[config.mk]
export PLATFORM = sky130hd
export DESIGN_NAME = queue_drain
export DESIGN_NICKNAME = d
export VERILOG_FILES = /design/src/rtl/queue_pkg.sv /design/src/rtl/frame_checksum.sv /design/src/rtl/queue_drain.sv
export SDC_FILE = /design/constraint.sdc
export NUM_CORES = 1
export LEC_CHECK = 0
export BUFFER_PORTS_ARGS = -buffer_cell sky130_fd_sc_hd__buf_2
export CORE_UTILIZATION = 45
export CTS_BUF_LIST = sky130_fd_sc_hd__clkbuf_2 sky130_fd_sc_hd__clkbuf_4 sky130_fd_sc_hd__clkbuf_8
export DETAILED_ROUTE_END_ITERATION = 6
export GPL_TIMING_DRIVEN = 0
export PLACE_DENSITY = 0.7
export SYNTH_ARGS = -nofsm -noshare
export SYNTH_HDL_FRONTEND = slang
export SYNTH_SLANG_ARGS = --single-unit
export TNS_END_PERCENT = 1
[constraint.sdc]
create_clock -name clk_10khz -period 1.9 [get_ports clk_10khz]
set_input_delay 0.19 -clock clk_10khz [delete_from_list [all_inputs] [get_ports clk_10khz]]
set_output_delay 0.19 -clock clk_10khz [all_outputs]
set_load 0.02 [all_outputs]
[src/rtl/queue_pkg.sv]
// Shared types and defaults for the queue drain engine: FSM state encoding,
// data-width / frame-length defaults and the queue capacity.
package queue_pkg;

  localparam int DATA_W_DEFAULT    = 8;
  localparam int MAX_LEN           = 8;
  localparam int FRAME_LEN_DEFAULT = 4;

  typedef enum logic [1:0] {
    IDLE    = 2'd0,
    POP     = 2'd1,
    CAPTURE = 2'd2,
    SEND    = 2'd3
  } drain_state_t;

  // Checksum arithmetic: carry out of bit 7 is deliberately dropped.
  function automatic logic [7:0] add_mod256(input logic [7:0] a, input logic [7:0] b);
    return a + b;
  endfunction

endpackage

[src/rtl/frame_checksum.sv]
// Per-frame byte counter and mod-256 running sum; pulses frame_done and
// publishes the completed frame's checksum when the last byte is accepted.
module frame_checksum
  import queue_pkg::*;
#(
  parameter int DATA_W    = DATA_W_DEFAULT,
  parameter int FRAME_LEN = FRAME_LEN_DEFAULT
) (
  input  logic              clk_10khz,
  input  logic              queue_rst,
  input  logic              xfer,
  input  logic [DATA_W-1:0] xfer_data,
  output logic              frame_done,
  output logic [7:0]        checksum_out
);

  localparam logic [7:0] FRAME_LEN_U8 = 8'(FRAME_LEN);

  logic [7:0] byte_val;
  logic [7:0] cnt_reg;
  logic [7:0] sum_reg;
  logic [7:0] cnt_next;
  logic [7:0] sum_next;
  logic       frame_done_reg;
  logic [7:0] checksum_reg;

  // Only the low byte of the data path contributes to the checksum.
  generate
    if (DATA_W >= 8) begin : g_wide
      assign byte_val = xfer_data[7:0];
    end else begin : g_narrow
      assign byte_val = {{(8 - DATA_W){1'b0}}, xfer_data};
    end
  endgenerate

  assign cnt_next = cnt_reg + 8'd1;
  assign sum_next = add_mod256(sum_reg, byte_val);

  always_ff @(posedge clk_10khz or posedge queue_rst) begin
    if (queue_rst) begin
      cnt_reg        <= '0;
      sum_reg        <= '0;
      frame_done_reg <= 1'b0;
      checksum_reg   <= '0;
    end else begin
      frame_done_reg <= 1'b0;
      if (xfer) begin
        if (cnt_next == FRAME_LEN_U8) begin
          frame_done_reg <= 1'b1;
          checksum_reg   <= sum_next;
          cnt_reg        <= '0;
          sum_reg        <= '0;
        end else begin
          cnt_reg <= cnt_next;
          sum_reg <= sum_next;
        end
      end
    end
  end

  assign frame_done   = frame_done_reg;
  assign checksum_out = checksum_reg;

endmodule

[src/rtl/queue_drain.sv]
// Drains bytes from an external queue one at a time (pop, capture, present
// with valid/ready) and hands accepted bytes to the frame checksum logic.
module queue_drain
  import queue_pkg::*;
#(
  parameter int DATA_W    = DATA_W_DEFAULT,
  parameter int FRAME_LEN = FRAME_LEN_DEFAULT
) (
  input  logic              clk_10khz,
  input  logic              queue_rst,
  input  logic              enable,
  input  logic [3:0]        len_in,
  input  logic [DATA_W-1:0] queue_data_in,
  output logic              dequeue_out,
  output logic              out_valid,
  input  logic              out_ready,
  output logic [DATA_W-1:0] out_data,
  output logic              frame_done,
  output logic [7:0]        checksum_out
);

  drain_state_t      state_reg;
  drain_state_t      state_next;
  logic [DATA_W-1:0] out_data_reg;
  logic              xfer;

  always_ff @(posedge clk_10khz or posedge queue_rst) begin
    if (queue_rst) begin
      state_reg <= IDLE;
    end else begin
      state_reg <= state_next;
    end
  end

  // enable and len_in are only looked at in IDLE, so a byte in flight always
  // finishes and a mid-sequence enqueue waits for the next decision.
  always_comb begin
    state_next = state_reg;
    case (state_reg)
      IDLE:    if (enable && (len_in != '0)) state_next = POP;
      POP:     state_next = CAPTURE;
      CAPTURE: state_next = SEND;
      SEND:    if (out_ready) state_next = IDLE;
      default: state_next = IDLE;
    endcase
  end

  // The queue presents the popped byte after the edge that sees dequeue_out.
  always_ff @(posedge clk_10khz or posedge queue_rst) begin
    if (queue_rst) begin
      out_data_reg <= '0;
    end else if (state_reg == CAPTURE) begin
      out_data_reg <= queue_data_in;
    end
  end

  assign dequeue_out = (state_reg == POP);
  assign out_valid   = (state_reg == SEND);
  assign out_data    = out_data_reg;
  assign xfer        = (state_reg == SEND) && out_ready;

  frame_checksum #(
    .DATA_W    (DATA_W),
    .FRAME_LEN (FRAME_LEN)
  ) u_frame_checksum (
    .clk_10khz    (clk_10khz),
    .queue_rst    (queue_rst),
    .xfer         (xfer),
    .xfer_data    (out_data_reg),
    .frame_done   (frame_done),
    .checksum_out (checksum_out)
  );

endmodule

Word-level counts from Yosys, hierarchy flattened
Index checks and enable logic that the tools add are counted.
{ "totals": {"ramBits": 0, "output_inout_bits": 19, "regBits": 35, "latchBits": 0, "word_cells": 27, "n_memories": 0, "input_bits": 16, "romBits": 0} }
{ "op_classes": {"reduce_logical": 6, "n_div": 0, "n_mux": 7, "add_sub_neg": 2, "eq_ne": 6, "mul": 0, "n_bitwise": 0, "order_cmp": 0, "shift": 0} }
{ "op_table": {"columns": ["operator", "count"], "rows": [
  ["$mux 8", 2],
  ["$add 8x1->8 const B", 1],
  ["$add 8x8->8", 1],
  ["$eq 8x3->1 const B", 1],
  ["$pmux 2 s4", 1],
  ["$eq 2x2->1 const B", 2],
  ["$mux 2", 2],
  ["$reduce_and 2->1", 2],
  ["$reduce_bool 4->1", 1],
  ["$eq 2x1->1 const B", 1],
  ["$logic_and 1x1->1", 2],
  ["$logic_not 2->1", 1],
  ["$mux 1", 2],
  ["$ne 2x1->1 const B", 1],
  ["$ne 2x2->1 const B", 1]
]} }

Longest topological paths before layout
Gate-level depths: netlist of run 1.
{ "depth": {"depth_word": 4, "depth_mapped": 8, "depth_no_buf": 8} }

Modules after synthesis
From an unflattened synthesis of run 1, not the netlist that was laid out.
{ "unflattened": {"hier_cells": 173, "hier_area_um2": 1900.6} }
{ "modules_own_cells": {"columns": ["mod", "cells_each", "n_inst", "seq_area_each_um2", "area_per_inst_um2"], "rows": [
  ["frame_checksum", 141, 1, 625.6, 1435.1],
  ["queue_drain", 32, 1, 250.2, 465.4]
]} }

Worst setup path before layout of run 1
No wires, ideal clock.
{ "synth_timing": {"path_kind": "register to register", "start": "reg out_data_reg[0] (netlist: out_data[0])", "end": "reg u_frame_checksum.sum_reg[6]", "t_required_ps": 1778, "arrival_time_ps": 2013, "path_buffers": 0, "slack_ps": -234, "setup_time_ps": 122, "stages_incl_launch_ff": 9, "period_less_slack_ps": 2134, "path_cell_list": "dfrtp_1 -> ha_1 -> inv_1 -> fa_1 -> nor2b_4 -> o31a_1 -> o21a_1 -> or3_1 -> a32o_1"} }
{ "synth_between": {"elab_chain_len": 2} }
{ "synth_rtl": {"columns": ["item", "line_no", "text"], "rows": [
  ["start, declared", "queue_drain.sv:24", "logic [DATA_W-1:0] out_data_reg;"],
  ["start signal, assigned", "queue_drain.sv:53", "out_data_reg <= queue_data_in;"],
  ["$add 8x8->8", "queue_pkg.sv:18", "return a + b;"],
  ["$mux 8", "frame_checksum.sv:48", "if (cnt_next == FRAME_LEN_U8) begin"],
  ["end signal, assigned", "frame_checksum.sv:55", "sum_reg <= sum_next;"],
  ["end, declared", "frame_checksum.sv:21", "logic [7:0] sum_reg;"]
]} }
Every way passes these cells.
A chain may end at the register's enable or synchronous reset.

Final worst setup path of run 1
Same ends and word-level chain as after synthesis.

==> results.cfg, run 1 <==
[run_status]
status = finished with violations
violations = setup timing

[cells_and_area]
area_growth_pct = 25.46
nFillCells = 316
diodes = 0
drive_above_1_share_pct = 38.14
final_cell_area_um2 = 2226
nets = 223
postLayoutCoreUtil_pct = 59.90
layoutNonFillerInstCount = 242

[timing]
clock_skew_ns = 0.01140
finalSetupViolations = 2
rsz0062_at_grt = yes
fmax_mhz = 487.7
drv_slew = 0
hold_viol = 0
post-route-period-util_pct = 107.9
max_slew.worst_pin.slew_ns = 0.7169
setup_tns_ns = -0.2877
fin_ws_ns = -0.1505
period_minus_slack_ns = 2.051
slew_headroom_pct = 52.13

[power_and_ir_drop]
swShare_pct = 39.06
pwr-share-comb_pct = 51.3
clkPwrFrac_pct = 18.7
power_frac_seq_pct = 30.0
p_leak_nw = 1.084
peakVddDrop_mv = 1.074
power_density_nw_per_um2 = 1941
p_int_mw = 2.633
p_switching_mw = 1.687

[synthesis]
async_flop_share_pct = 100.0
ys_ff_latch = 35
synth_area_per_cell_um2 = 11.91
ys.flop_type = dfrtp_1
yosysSeqAreaShare_pct = 49.37
synth.largest_area_cell = dfrtp_1
syn_nets = 179
netlist_area_um2 = 1774
yosysWarnings = 0
yosys-top-cells-area = dfrtp_1, ha_1, mux2_2, xnor2_1, a22o_1
synth_edf_count = 0
ys_types = 38
synthCells = 149
yosysTopAreaCellShare_pct = 49.37

[place]
placed_cell_area_um2 = 2021
io_buffers = 34
dp_hpwl_mm = 2.474
gp_congestion = 0.7670
dp.cells = 231

[route]
wl_per_cell_um = 14.06
detail_route.first_pass.iterations = 4
vias_per_cell = 5.409
vias = 1309
drt_iter0_drc = 83
ant_nets = 0
route.detailed.drc = 0
drt-total-wl_mm = 3.403

[clock_network]
clk_pin_slew_ns = 0.07
cts_tree = yes
cts_root_buffer = clkbuf_8
clock_sinks = 35
clk_latency_ns = 0.29
cts_buffers = 5
cts_hold_buf = 0
clockBufferDepth = 2
htreeDepth = 2

[floorplan]
dieArea_um2 = 4198
ios = 35
core_um2 = 3716
die_y_um = 64.79
rows = 22
start_util_pct = 47.74
fp.dieW_um = 64.79

[worst_hold_path]
hold_path.class = in -> async

[global_route]
antenna_found_initial = 0
grt_pass1_wl_mm = 6.044
overflow = 0
grt_max_degree = 36
grt_pass1_vias = 1348
globalRouteTotalUtil_pct = 19.34

[worst_setup_path]
start_kind = flop
endpoint_kind = flop
ff2ff_setup_slack_ns = -0.15
critPathRequiredTime_ns = 2.08
arrival_ns = 2.23
crit_type = reg -> reg
r2r_cells = 8
crit_path_max_fanout = 3
worstReg2RegEnd = u_frame_checksum.sum_reg[6]$_DFFE_PP0P_
reg2reg_from = out_data[0]$_DFFE_PP0P_

[flow_run]
cap_violations = 0
[worst max-delay path by stage]
stage / slack, ns / from / to
2_1_floorplan: -0.14 / out_data[0]$_DFFE_PP0P_ / u_frame_checksum.sum_reg[6]$_DFFE_PP0P_
3_3_place_gp: -0.16 / out_data[0]$_DFFE_PP0P_ / u_frame_checksum.sum_reg[6]$_DFFE_PP0P_
3_5_place_dp: -0.19 / out_data[0]$_DFFE_PP0P_ / u_frame_checksum.sum_reg[6]$_DFFE_PP0P_
4_1_cts: -0.15 / out_data[0]$_DFFE_PP0P_ / u_frame_checksum.sum_reg[6]$_DFFE_PP0P_
5_1_grt: -0.22 / u_frame_checksum.sum_reg[0]$_DFFE_PP0P_ / u_frame_checksum.sum_reg[6]$_DFFE_PP0P_
6_report: -0.15 / out_data[0]$_DFFE_PP0P_ / u_frame_checksum.sum_reg[6]$_DFFE_PP0P_
[metrics by stage]
stage          hold slack [ns]  total power [mW]  setup slack (ns)
6_report              0.006342             4.320           -0.1505
5_1_grt                0.08267             4.657           -0.2192
4_1_cts                0.09778             4.280           -0.1532
3_5_place_dp            0.4073             3.382           -0.1864
3_3_place_gp            0.4016             3.288           -0.1642
2_1_floorplan           0.3110             2.872           -0.1416
[per-layer routing]
layer / vias to the layer above / share of wire, % / global-route usage [%]
met5: - / 0 / 0
met4: 0 / 2.3 / 10.00
met3: 7 / 4.0 / 4.225
met2: 32 / 51 / 32.81
met1: 639 / 43 / 22.71
li1: 631 / - / -
[critical path, stage by stage, from the launching register on]
cell and delay, ns:
dfrtp_2 0.43, ha_4 0.17, inv_2 0.05, fa_2 0.22
nor2b_4 0.05, o31a_1 0.25, o21a_1 0.19, or3_4 0.33
a32o_1 0.26
[cells by family after synthesis]
family          synth area share, %
simple gates                  9.662
fa+ha+maj                     10.30
compound gates                17.14
mux                           6.982
flops                         49.37
buf+inv                       2.116
xor+xnor                      4.443
[cell type report]
cell class                      count  area [um^2]  area share, %
Timing Repair Buffer               37        192.7          8.657
Multi-Input combinational cell    104        920.9          41.37
Buffer                              2        8.758         0.3935
Sequential cell                    35        877.1          39.40
Inverter                            8        30.03          1.349
Tap cell                           48        60.06          2.698
Clock buffer                        6        76.32          3.429
Clock inverter                      2        60.06          2.698
[power groups by stage]
| stage | Clock [mW] | Combinational, mW | Sequential [mW] |
|---|---|---|---|
| after floorplan | 0 | 1.43 | 1.44 |
| after global placement | 0 | 2.02 | 1.27 |
| after detailed placement | 0 | 2.09 | 1.29 |
| after CTS | 0.824 | 2.17 | 1.29 |
| after global routing | 0.861 | 2.46 | 1.34 |
| final | 0.808 | 2.22 | 1.29 |
[layout by cell type (no fill, tap or decap), drive strengths merged, types with 2 or more instances in the layout]
master and n:
a21o 2, o21a 3, or3 2, ha 13, o22ai 2, nand4 2, inv 8, dfrtp 35
clkbuf 8, nand2 13, buf 37, nor2b 2, a211o 2, and2 2, mux2 11, o21ai 10
nand3 3, a21oi 7, bufinv 2, a22o 6, xnor2 9
[cells in the mapped netlist (2+ instances only)]
library cell,number
nand2_1,13
a21o_1,2
ha_1,13
o21a_1,3
nand3_1,2
o21ai_0,9
and2_1,2
or3_1,2
a21oi_1,6
mux2_2,11
nand4_1,2
a22o_1,6
o22ai_1,2
inv_1,8
dfrtp_1,35
xnor2_1,9
clkbuf_1,2
a211o_1,2
[what timing repair did]
item                                    4_1_cts  5_1_grt
gates resized for setup                       3        5
endpoints found under the setup margin        7        7
setup buffers                                 2        1
pin swaps                                     3        0
No activity file was read; power rests on OpenSTA's default activity.
==> run 2: changes to the inputs <==
RECOVER_POWER = 100   (was not set)
==> run 2 against run 1 <==
Compared with the run above:
- the flow still finishes with violations (setup timing)
- die area did not move
- cell count did not move
- critical path type unchanged
- clock skew barely moved
- sequential share of layout area rose by 0.45 points
- sequential cell count did not move
- largest cell class unchanged
- global-route usage did not move
- final area fell by 1.1%
==> results.cfg, run 2 (synthesis gave the netlist of run 1 again) <==
[floorplan]
dieArea_um2 = 4198
rows = 22
start_util_pct = 47.74
ios = 35
core_um2 = 3716
fp.dieW_um = 64.79
die_y_um = 64.79

[cells_and_area]
nets = 223
postLayoutCoreUtil_pct = 59.23
layoutNonFillerInstCount = 242
final_cell_area_um2 = 2201
area_growth_pct = 24.05
drive_above_1_share_pct = 26.80
diodes = 0
final_common_cell = dfrtp_1
final_cell_mix = dfrtp_1, clkbuf_1, buf_2, nand2_1

[place]
io_buffers = 34
placed_cell_area_um2 = 2021
dp.cells = 231
dpl_worst_slack_ns = -0.1864
gp_congestion = 0.7670
dp_hpwl_mm = 2.474

[worst_setup_path]
ff2ff_setup_slack_ns = -0.15
start_kind = flop
endpoint_kind = flop
cp-startpoint = out_data[0]$_DFFE_PP0P_
critPathRequiredTime_ns = 2.08
arrival_ns = 2.23
critical-path-max-stage-delay_ns = 0.43
reg2reg_from = out_data[0]$_DFFE_PP0P_
worst_path_max_delay_cell = dfrtp_2
cp_cell_sequence = ha_4, inv_2, fa_2, nor2b_4, o31a_1, o21a_1, or3_4, a32o_1
crit_path_max_fanout = 3
crit_type = reg -> reg

[route]
drt_iter0_drc = 80
wl_per_cell_um = 14.05
detail_route.first_pass.iterations = 4
vias = 1307
route.detailed.drc = 0
vias_per_cell = 5.401
ant_nets = 0
drt-total-wl_mm = 3.401

[power_and_ir_drop]
power_density_nw_per_um2 = 1941
total_power_mw = 4.272
p_leak_nw = 1.016
peakVddDrop_mv = 1.061

[clock_network]
clk_pin_slew_ns = 0.07
clock_sinks = 35
cts_buffers = 5
htreeDepth = 2
cts_hold_buf = 0
clk_latency_ns = 0.29
cts_tree = yes
clockBufferDepth = 2
cts_root_buffer = clkbuf_8

[timing]
slew_headroom_pct = 14.14
hold_viol = 0
fmax_mhz = 487.6
setup_tns_ns = -0.3792
finalSetupViolations = 5
drv_slew = 0
whs_ns = 0.1043
max_slew.worst_pin.slew_ns = 1.287
post-route-period-util_pct = 107.9
clock_skew_ns = 0.01109
fin_ws_ns = -0.1507
period_minus_slack_ns = 2.051
rsz0062_at_grt = yes

[global_route]
overflow = 0
globalRouteTotalUtil_pct = 19.34
antenna_found_initial = 0
grt_max_degree = 36
grt_pass1_vias = 1348
grt_pass1_wl_mm = 6.044

[run_status]
status = finished with violations
violations = setup timing

[flow_run]
cap_violations = 0

[worst_hold_path]
hold_path.class = in -> reg
hold_path.startpoint = queue_data_in[1]
-- run 2: where the power goes --
part / internal [mW] / leakage (nW) / switching, mW
logic: 0.993 / 0.500 / 1.17
clock network: 0.539 / 0.0688 / 0.268
registers: 1.05 / 0.448 / 0.249
total: 2.58 / 1.02 / 1.69
-- run 2: cell type report --
cell class                 count  area, um^2
sequential                    35       877.1
clock inverter                 2       60.06
inverter                       8       30.03
multi-input combinational    104       920.9
buffer                         2       7.507
clock buffer                   6       76.32
fill                         325        1515
tap                           48       60.06
timing repair buffer          37       168.9
-- run 2: worst paths after layout --
check,end,depth (start not counted)
max in group asynchronous,out_data[0]$_DFFE_PP0P_,2
setup / recovery,u_frame_checksum.sum_reg[6]$_DFFE_PP0P_,8
min in group asynchronous,u_frame_checksum.checksum_out[1]$_DFFE_PP0P_,2
hold reg to reg,u_frame_checksum.checksum_out[0]$_DFFE_PP0P_,2
hold / removal,out_data[1]$_DFFE_PP0P_,3
setup reg to reg,u_frame_checksum.sum_reg[6]$_DFFE_PP0P_,8
-- run 2: what timing repair did --
item                       4_1_cts  5_1_grt
gates resized for setup          3        5
pin swaps                        3        0
buffers inserted                 2        1
setup endpoints to repair        7        7
-- run 2: critical path: cells and delay by family (launching register included) --
kind            cells  cell delay [ns]
flops               1             0.43
buf+inv             1             0.05
fa+ha+maj           2             0.39
simple gates        2             0.38
compound gates      3             0.70
-- run 2: routing by layer --
metal,up-vias,wire (um),global-route usage (%)
met2,31,1732,32.81
li1,630,-,-
met1,639,1456,22.71
met3,7,135,4.225
met4,0,77,10.00
met5,-,0,0
